`src/rtl/alu_iter_sequencer.sv`:
```
// ============================================================================
// Module   : alu_iter_sequencer
// Brief    : Feeds an external 8-bit constant ALU its own result for N passes,
//            then returns the final value over a valid/ready handshake.
//            Optional early stop on zero: define STOP_ON_ZERO_EN.
// Revision : 1.0 - initial release
// ============================================================================
`default_nettype none

module alu_iter_sequencer #(
    parameter int ITER_W = 4
) (
    input  logic              clk,
    input  logic              rst_n,
    input  logic              cmd_valid,
    output logic              cmd_ready,
    input  logic [7:0]        cmd_seed,
    input  logic [1:0]        cmd_const_sel,
    input  logic [1:0]        cmd_op,
    input  logic [ITER_W-1:0] cmd_iter,
    output logic [7:0]        alu_input,
    output logic [1:0]        alu_const_sel,
    output logic [1:0]        alu_op,
    input  logic [7:0]        alu_output,
    input  logic              alu_status,
    output logic              res_valid,
    input  logic              res_ready,
    output logic [7:0]        res_data,
    output logic              res_zero,
    output logic              res_early
);

    typedef enum logic [1:0] {
        S_IDLE = 2'd0,
        S_RUN  = 2'd1,
        S_HOLD = 2'd2
    } state_t;

    localparam logic [ITER_W-1:0] c_ONE = {{(ITER_W-1){1'b0}}, 1'b1};

    state_t            state_q, state_d;
    logic [7:0]        acc_q, acc_d;
    logic [1:0]        sel_q, sel_d;
    logic [1:0]        op_q, op_d;
    logic [ITER_W-1:0] cnt_q, cnt_d;
    logic [7:0]        res_data_q, res_data_d;
    logic              res_zero_q, res_zero_d;
`ifdef STOP_ON_ZERO_EN
    logic              res_early_q, res_early_d;
`endif

    always_ff @(posedge clk or negedge rst_n) begin
        if (!rst_n) begin
            state_q     <= S_IDLE;
            acc_q       <= 8'd0;
            sel_q       <= 2'd0;
            op_q        <= 2'd0;
            cnt_q       <= '0;
            res_data_q  <= 8'd0;
            res_zero_q  <= 1'b0;
`ifdef STOP_ON_ZERO_EN
            res_early_q <= 1'b0;
`endif
        end else begin
            state_q     <= state_d;
            acc_q       <= acc_d;
            sel_q       <= sel_d;
            op_q        <= op_d;
            cnt_q       <= cnt_d;
            res_data_q  <= res_data_d;
            res_zero_q  <= res_zero_d;
`ifdef STOP_ON_ZERO_EN
            res_early_q <= res_early_d;
`endif
        end
    end

    always_comb begin
        state_d     = state_q;
        acc_d       = acc_q;
        sel_d       = sel_q;
        op_d        = op_q;
        cnt_d       = cnt_q;
        res_data_d  = res_data_q;
        res_zero_d  = res_zero_q;
`ifdef STOP_ON_ZERO_EN
        res_early_d = res_early_q;
`endif
        case (state_q)
            S_IDLE: begin
                if (cmd_valid) begin
                    acc_d      = cmd_seed;
                    sel_d      = cmd_const_sel;
                    op_d       = cmd_op;
                    cnt_d      = cmd_iter;
                    // Zero-pass commands already hold their answer here; RUN just
                    // spends one cycle so every command has at least one cycle of latency.
                    res_data_d = cmd_seed;
                    res_zero_d = (cmd_seed == 8'd0);
`ifdef STOP_ON_ZERO_EN
                    res_early_d = 1'b0;
`endif
                    state_d    = S_RUN;
                end
            end
            S_RUN: begin
                if (cnt_q == '0) begin
                    state_d = S_HOLD;
                end else begin
                    acc_d = alu_output;
                    cnt_d = cnt_q - c_ONE;
                    if (cnt_q == c_ONE) begin
                        res_data_d = alu_output;
                        res_zero_d = alu_status;
                        state_d    = S_HOLD;
                    end
`ifdef STOP_ON_ZERO_EN
                    else if (alu_status) begin
                        res_data_d  = 8'd0;
                        res_zero_d  = 1'b1;
                        res_early_d = 1'b1;
                        state_d     = S_HOLD;
                    end
`endif
                end
            end
            S_HOLD: begin
                if (res_ready) begin
                    state_d = S_IDLE;
                end
            end
            default: begin
                state_d = S_IDLE;
            end
        endcase
    end

    assign cmd_ready     = (state_q == S_IDLE);
    assign res_valid     = (state_q == S_HOLD);
    assign alu_input     = acc_q;
    assign alu_const_sel = sel_q;
    assign alu_op        = op_q;
    assign res_data      = res_data_q;
    assign res_zero      = res_zero_q;
`ifdef STOP_ON_ZERO_EN
    assign res_early     = res_early_q;
`else
    assign res_early     = 1'b0;
`endif

endmodule

`default_nettype wire

```
`config.mk`:
```
export PLATFORM = sky130hd
export DESIGN_NAME = alu_iter_sequencer
export DESIGN_NICKNAME = d
export VERILOG_FILES = /design/src/rtl/alu_iter_sequencer.sv
export SDC_FILE = /design/constraint.sdc
export NUM_CORES = 1
export LEC_CHECK = 0
export CORE_MARGIN = 4
export CORE_UTILIZATION = 43
export DETAILED_ROUTE_END_ITERATION = 8
export GPL_TIMING_DRIVEN = 0
export PLACE_DENSITY = 0.9
export SYNTH_ARGS = -nofsm -noshare
export SYNTH_HDL_FRONTEND = slang
export SYNTH_SLANG_ARGS = --single-unit
```
`constraint.sdc`:
```
create_clock -name clk -period 2.6 [get_ports clk]
set_clock_uncertainty 0.05 [all_clocks]
set_input_delay 0.26 -clock clk [delete_from_list [all_inputs] [get_ports clk]]
set_output_delay 0.26 -clock clk [all_outputs]
set_load 0.03 [all_outputs]
```
* Word level (Yosys, flattened, before mapping)
Cells that the tools add are included.
** Operators by class
- Reduce and logical (&&, ||, !) cells :: 8
- Add/sub/neg operators :: 1
- Eq/ne operators :: 8
- Multiplexer cells :: 18
** Operators with widths (number)
- $mux 8 :: 4
- $pmux 8 s2 :: 2
- $logic_not 8->1 :: 1
- $mux 2 :: 4
- $mux 4 :: 2
- $pmux 4 s2 :: 1
- $ne 2x2->1 const B :: 3
- $pmux 2 s3 :: 1
- $reduce_and 3->1 :: 2
- $eq 4x1->1 const B :: 1
- $logic_not 4->1 :: 1
- $reduce_and 4->1 :: 1
- $sub 4x1->4 const B :: 1
- $mux 1 :: 3
- $ne 3x3->1 const B :: 1
- $eq 2x1->1 const B :: 1
- $eq 2x2->1 const B :: 1
- $logic_not 2->1 :: 1
- $ne 2x1->1 const B :: 1
- $pmux 1 s2 :: 1
- $reduce_and 2->1 :: 1
- $reduce_bool 2->1 :: 1
** Storage, ports and cells
- Register bits after elaboration :: 27
- Input port bits :: 29
- Output and inout port bits :: 24
- Logic and storage cells :: 42

* Longest topological paths before layout
Gate-level depths: netlist (run 1).
- Word-level depth :: 4
- Mapped depth :: 6
- Depth with buffers taken out :: 5

* Least setup slack after synthesis (run 1)
No wires, ideal clock.
- Kind :: register to register
- From :: register cnt_q[0]
- To :: register res_data_q[0], in the netlist res_data[0]
- Clock period less this slack :: 1.924 ns
- Path buffers :: 1
- Cell stages (with the launch flop) :: 7
- Required time :: 2.425 ns
- Setup time :: 0.125 ns
- Data arrival time :: 1.749 ns
- Setup slack :: 0.676 ns
- Cell sequence :: dfrtp_1 > inv_1 > ha_1 > and4bb_2 > buf_4 > a211oi_4 > mux2_2
** On the way
- Word-level cells in the longest chain between the ends :: 3
- Elaborated cells on any way between the ends :: 5
- Classes of those cells :: eq/ne (3); reduce/logical (2)
** RTL lines
- start: declaration :: line 45 : logic [ITER_W-1:0] cnt_q, cnt_d;
- start signal: assignment :: line 69 : cnt_q <= cnt_d;
- $eq 4x1->1 / $logic_not 4->1 (equally long branches) :: line 112, 107
- $ne 2x2->1 (no source line)
- $reduce_and 4->1 (no source line) *
- end signal: assignment :: line 70 : res_data_q <= res_data_d;
- end: declaration :: line 46 : logic [7:0] res_data_q, res_data_d;
Mark *: on every way between the ends. The rest lies on a longest branch, timed or not.
A chain may end at the register's enable or synchronous reset.

* Worst setup path in the final report (run 1)
- From :: register cnt_q[0]
- To :: register res_data_q[4], in the netlist res_data[4]
Same word-level chain as after synthesis.

==> results of run 1 <==
power by group:
group          internal [mW]  total (mW)  switching [mW]
combinational          0.821        1.68           0.858
sequential             0.640       0.790           0.150
clock                 0.0630       0.198           0.135
registers in the layout, indices dropped and copies added, names as in the netlist:
signal / count
alu_input: 8
res_data: 8
cnt_q: 4
alu_const_sel: 2
alu_op: 2
state_q: 2
res_zero: 1
synth_stat cells, drive strengths merged:
library cell,count,area share
o21a,1,0.0056
a21o,1,0.0056
or2,1,0.0047
or3,1,0.0056
nor2b,2,0.0094
mux2i,1,0.0075
a211oi,4,0.032
conb,1,0.0028
a2111o,1,0.0084
buf,4,0.019
and4bb,1,0.0094
nor2,3,0.010
o21ai,5,0.019
nor3b,1,0.0056
o32a,1,0.0084
dfrtp,27,0.51
ha,2,0.019
and3,1,0.0047
nand3b,1,0.0056
o22ai,1,0.0047
nand2,1,0.0028
a2bb2oi,2,0.013
inv,4,0.011
or3b,1,0.0084
a21oi,1,0.0037
and2,1,0.0047
nor4,2,0.0094
clkbuf,1,0.0028
mux2,28,0.24
o21bai,1,0.0056
nand2b,2,0.0094
per-stage QoR:
| step | setup WS, ns | hold slack (ns) |
|---|---|---|
| 2_1_floorplan | 0.676 | -0.0856 |
| 3_3_place_gp | 0.487 | 0.437 |
| 3_5_place_dp | 0.452 | 0.448 |
| 4_1_cts | 0.441 | 0.469 |
| 5_1_grt | 0.302 | 0.469 |
| 6_report | 0.445 | 0.475 |
routing by layer:
layer / up-vias / wire length [um] / global-route usage
met3: 8 / 144 / 0.0409
met2: 33 / 1840 / 0.319
met5: - / 0 / 0
li1: 493 / - / -
met4: 0 / 70 / 0.0512
met1: 497 / 1300 / 0.208
cells in the final DEF, fill, tap and decap left out, types with 3 or more instances in the layout:
cell type / count
a211oi_1: 3
clkbuf_4: 3
clkdlybuf4s50_1: 51
dfrtp_1: 27
inv_1: 4
mux2_2: 28
o21ai_0: 5
worst paths after layout:
path	startpoint	end	slack [ns]	depth (start not counted)
min	rst_n	cnt_q[3]	0.48	1
max	cnt_q[0]	res_data[4]	0.44	6
max in group asynchronous	rst_n	alu_input[1]	1.34	1
min in group clk	res_ready	state_q[1]	0.48	3
max reg2reg	cnt_q[0]	res_data[4]	0.44	6
min reg2reg	alu_op[0]	alu_op[0]	0.48	1
worst register-to-register path: cells and delay by family (launching register included):
family	cells	cell delay, ns
AO/OA/AOI/OAI	1	0.49
adder cells (fa/ha/maj)	1	0.24
buffers and inverters	2	0.23
flip-flops	1	0.42
multiplexers	1	0.40
AND/OR/NAND/NOR	1	0.24
layout make-up:
type | instances | area (um2)
Timing Repair Buffer | 51 | 510
Sequential cell | 27 | 676
Fill cell | 243 | 937
Multi-Input combinational cell | 68 | 616
Buffer | 5 | 28.8
Tap cell | 31 | 38.8
Inverter | 4 | 15.0
Clock buffer | 3 | 22.5
Clock inverter | 1 | 8.76
cells by family (layout without fill, tap and decap cells):
group | count (synthesis) | in the layout | synth area share
other | 1 | 1 | 0.00281
AND/OR/NAND/NOR | 18 | 18 | 0.0900
adder cells (fa/ha/maj) | 2 | 2 | 0.0187
buffers and inverters | 9 | 64 | 0.0328
multiplexers | 29 | 29 | 0.244
AO/OA/AOI/OAI | 18 | 18 | 0.106
flip-flops | 27 | 27 | 0.506
==> flow_summary_export.csv, run 1 <==
group,metric,value,unit
status,outcome,"finished clean",
placement,dp.cells,186,
finish,fin_nets,191,
finish,final_cell_area,1920,um2
setup_path,critPathArrivalTime,2.35,ns
timing,rsz0062_at_grt,"no",
floorplanning,die_h,63.7,um
floorplanning,die_x,63.7,um
clock_network,clkLatencyLatePin,0.34,ns
floorplanning,die_area,4060,um2
clock_network,ctsResizeCount,0,
min_path,worst_hold_path_type,"input pin to asynchronous set/reset pin",
finish,drive_gt1_frac,0.270,
logic_synthesis,synthesis.area,1340,um2
setup_path,path_max_fanout,9,
clock_network,clockBufferDepth,2,
clock_network,h-tree-depth,1,
global_route,grt_pass1_wl,5680,um
global_route,grt_pass1_vias,1153,
global_route,globalRouteOverflowTotal,0,
setup_path,cpLargestDelayFamily,"compound AO/OA/AOI/OAI gates",
placement,gp_congestion,0.772,
finish,antenna_cells,0,
route,drc,0,
clock_network,cts_tree,"done",
clock_network,postCtsSetupBuffers,0,
logic_synthesis,yosys_warnings,0,
clock_network,clkTransAtPathRegs,0.15,ns
placement,hpwl,2710,um
clock_network,cts.sinks,27,
logic_synthesis,syn_inst,104,
timing,setup-violations-final,0,
timing,final.period_utilization,0.829,
logic_synthesis,yosysSeqAreaShare,0.506,
route,first_pass_iters,4,
timing,tightest_slew,1.17,ns
logic_synthesis,ys_seq_elements,27,
clock_network,ctsHoldBuffers,0,
route,wl,3350,um
setup_path,max_stage_delay,0.48,ns
floorplanning,rows,19,
global_route,antenna_found_initial,0,
clock_network,root_buffer,"clkbuf_4",
clock_network,cts_made_buffers,3,
finish,stdcell_count,190,
placement,numPortBuffers,51,
setup_path,path_class,"flip-flop to flip-flop",
floorplanning,pin_count,53,
setup_path,startpoint_type,"flip-flop",
route,vias,1031,
power,p_leak,0.792,nW
timing,relSlewSlack,0.214,
setup_path,crit_slowest_cell,"a211oi_4",
finish,fin_util,0.671,
route,via_per_inst,5.43,
timing,setup_tns,0,ns
power,power.density,1390,nW/um2
route,drt_iter0_markers,58,
setup_path,required,2.79,ns
flow_run,max_cap_violations,0,
logic_synthesis,syn_nets,135,
timing,fin_crit,2.16,ns
power,fin_total_pwr,2.67,mW
timing,hold_viol,0,
finish,area_delta_synth_final,43.5,%
placement,post_dp_cell_area,1880,um2
setup_path,worstPathCellList,"inv_1, ha_1, and4bb_2, buf_4, a211oi_4, mux2_2",
global_route,grt_max_degree,28,
global_route,grt_use_total,0.177,
timing,max_freq,464,MHz
power,vdd.ir_drop.worst,938,uV
floorplanning,core,2850,um2
route,ant_nets,0,
floorplanning,start_util,0.468,
logic_synthesis,yosysUniqueCellTypes,34,
timing,slew_violations,0,
setup_path,critical_path.endpoint_type,"flip-flop",
logic_synthesis,syn_avg_cell_area,12.8,um2
route,wl_per_cell,17.7,um
setup_path,cp_num_buf_inv,2,
Note: power is estimated with default switching activity, not from simulation.
==> run 2, diff against run 1 <==
- clock period: 2.6 -> 2.3 ns (I/O delays scaled with it)
==> results of run 2 <==
The final DEF is identical to that of run 1. Status: finished clean.
Main changes from that run: setup slack after placement 0.452 ns -> 0.152 ns; setup slack after layout 0.445 ns -> 0.145 ns; hold slack 0.475 ns -> 0.445 ns; register-to-register setup slack 0.44 ns -> 0.14 ns; total power 2.67 mW -> 3.01 mW; worst IR drop on VDD 938 uV -> 1060 uV
==> run 3, diff against run 2 <==
- PLACE_DENSITY: 0.9 -> 0.79
==> flow_summary_export.csv, run 3 (synthesis results as in run 1) <==
group,metric,value,unit
setup_path,r2r_end,"alu_input[5]",
power,vdd.ir_drop.worst,832,uV
timing,setup_tns,0,ns
timing,final.period_utilization,0.941,
global_route,antenna_found_initial,0,
route,ant_nets,0,
status,outcome,"finished clean",
timing,hold_viol,0,
route,drc,0,
route,drt_iter0_markers,56,
placement,gp_congestion,0.840,
timing,slew_violations,0,
finish,stdcell_count,190,
timing,setup-violations-final,0,
setup_path,reg2reg_from,"cnt_q[0]",
floorplanning,start_util,0.468,
power,p_leak,0.791,nW
route,wl,3130,um
finish,area_delta_synth_final,43.2,%
finish,mostFrequentLayoutCells,"clkdlybuf4s50_1 (51), mux2_2 (28), dfrtp_1 (27), o21ai_0 (5), inv_1 (4)",
global_route,grt_use_total,0.170,
floorplanning,die_h,63.7,um
setup_path,rrSetupSlack,0.14,ns
clock_network,clkLatencyLatePin,0.32,ns
clock_network,clkTransAtPathRegs,0.14,ns
setup_path,r2r_cells,6,
clock_network,root_buffer,"clkbuf_4",
floorplanning,die_x,63.7,um
global_route,grt_pass1_vias,1140,
route,vias,1021,
floorplanning,core,2850,um2
setup_path,path_max_fanout,10,
route,wl_per_cell,16.5,um
setup_path,required,2.47,ns
placement,numPortBuffers,51,
floorplanning,rows,19,
global_route,grt_pass1_wl,5490,um
setup_path,critPathArrivalTime,2.34,ns
placement,dp.cells,186,
clock_network,ctsHoldBuffers,0,
finish,antenna_cells,0,
clock_network,clockBufferDepth,2,
floorplanning,pin_count,53,
floorplanning,die_area,4060,um2
finish,drive_gt1_frac,0.270,
setup_path,critical_path.endpoint_type,"flip-flop",
clock_network,cts_made_buffers,3,
clock_network,h-tree-depth,1,
flow_run,max_cap_violations,0,
timing,max_freq,462,MHz
clock_network,cts.sinks,27,
power,power.density,1550,nW/um2
finish,layout_commonest_cell,"clkdlybuf4s50_1",
global_route,globalRouteOverflowTotal,0,
timing,relSlewSlack,0.225,
min_path,worst_hold_path_type,"input pin to asynchronous set/reset pin",
route,via_per_inst,5.37,
timing,fin_crit,2.16,ns
timing,tightest_slew,1.16,ns
timing,rsz0062_at_grt,"no",
global_route,grt_max_degree,28,
setup_path,path_class,"flip-flop to flip-flop",
finish,fin_nets,191,
route,first_pass_iters,4,
setup_path,startpoint_type,"flip-flop",
clock_network,cts_tree,"done",
placement,hpwl,2440,um
## run 3: what timing repair did
| action | 4_1_cts | 5_1_grt |
|---|---|---|
| resized for setup | 0 | 0 |
| endpoints found under the hold margin | 0 | 0 |
| endpoints found under the setup margin | 0 | 8 |
| buffers inserted | 0 | 0 |
## run 3: power breakdown
part	internal, mW	switching, mW	total [mW]
registers	0.724	0.168	0.892
clock network	0.0651	0.137	0.202
logic	0.929	0.949	1.88
## run 3: worst max-delay path, stage by stage (launching register included)
cell      delay (ns)
dfrtp_1         0.42
inv_1           0.07
ha_1            0.25
and4bb_2        0.25
buf_4           0.17
nor2_2          0.46
mux2_2          0.40
## run 3: cell type report
type                            count  area, um2
Multi-Input combinational cell     68        616
Buffer                              5       28.8
Clock inverter                      1       5.00
Inverter                            4       15.0
Tap cell                           31       38.8
Fill cell                         236        941
Sequential cell                    27        676
Clock buffer                        3       22.5
Timing Repair Buffer               51        510
## run 3: worst max path at each step
stage / from / end / slack [ns] / depth (start not counted)
after global routing: cnt_q[0] / res_data[0] / 0.03 / 6
after CTS: cnt_q[0] / res_data[1] / 0.08 / 6
after detailed placement: cnt_q[0] / res_data[1] / 0.1 / 6
final: cnt_q[0] / alu_input[5] / 0.14 / 6
after floorplan: cnt_q[0] / res_data[0] / 0.38 / 6
after global placement: cnt_q[0] / res_data[6] / 0.17 / 6
## run 3: layer usage
layer	up-vias	global-route usage	share of wire
met5	-	0	0
met1	504	0.218	0.44
met3	2	0.0355	0.051
met4	0	0.0485	0.0061
met2	30	0.288	0.50
li1	485	-	-
## run 3: metrics by stage
step                      utilization  setup slack, ns  hold slack [ns]  power, mW  instance area [um2]
after floorplan                     -            0.376           -0.116       2.12                 1340
final                           0.670            0.136            0.458       2.97                 1910
after CTS                       0.670           0.0763            0.465       3.00                 1910
after global placement          0.661            0.169            0.437       2.73                 1880
after detailed placement        0.661           0.0961            0.441       2.80                 1880
after global routing            0.670           0.0305            0.456       3.19                 1910
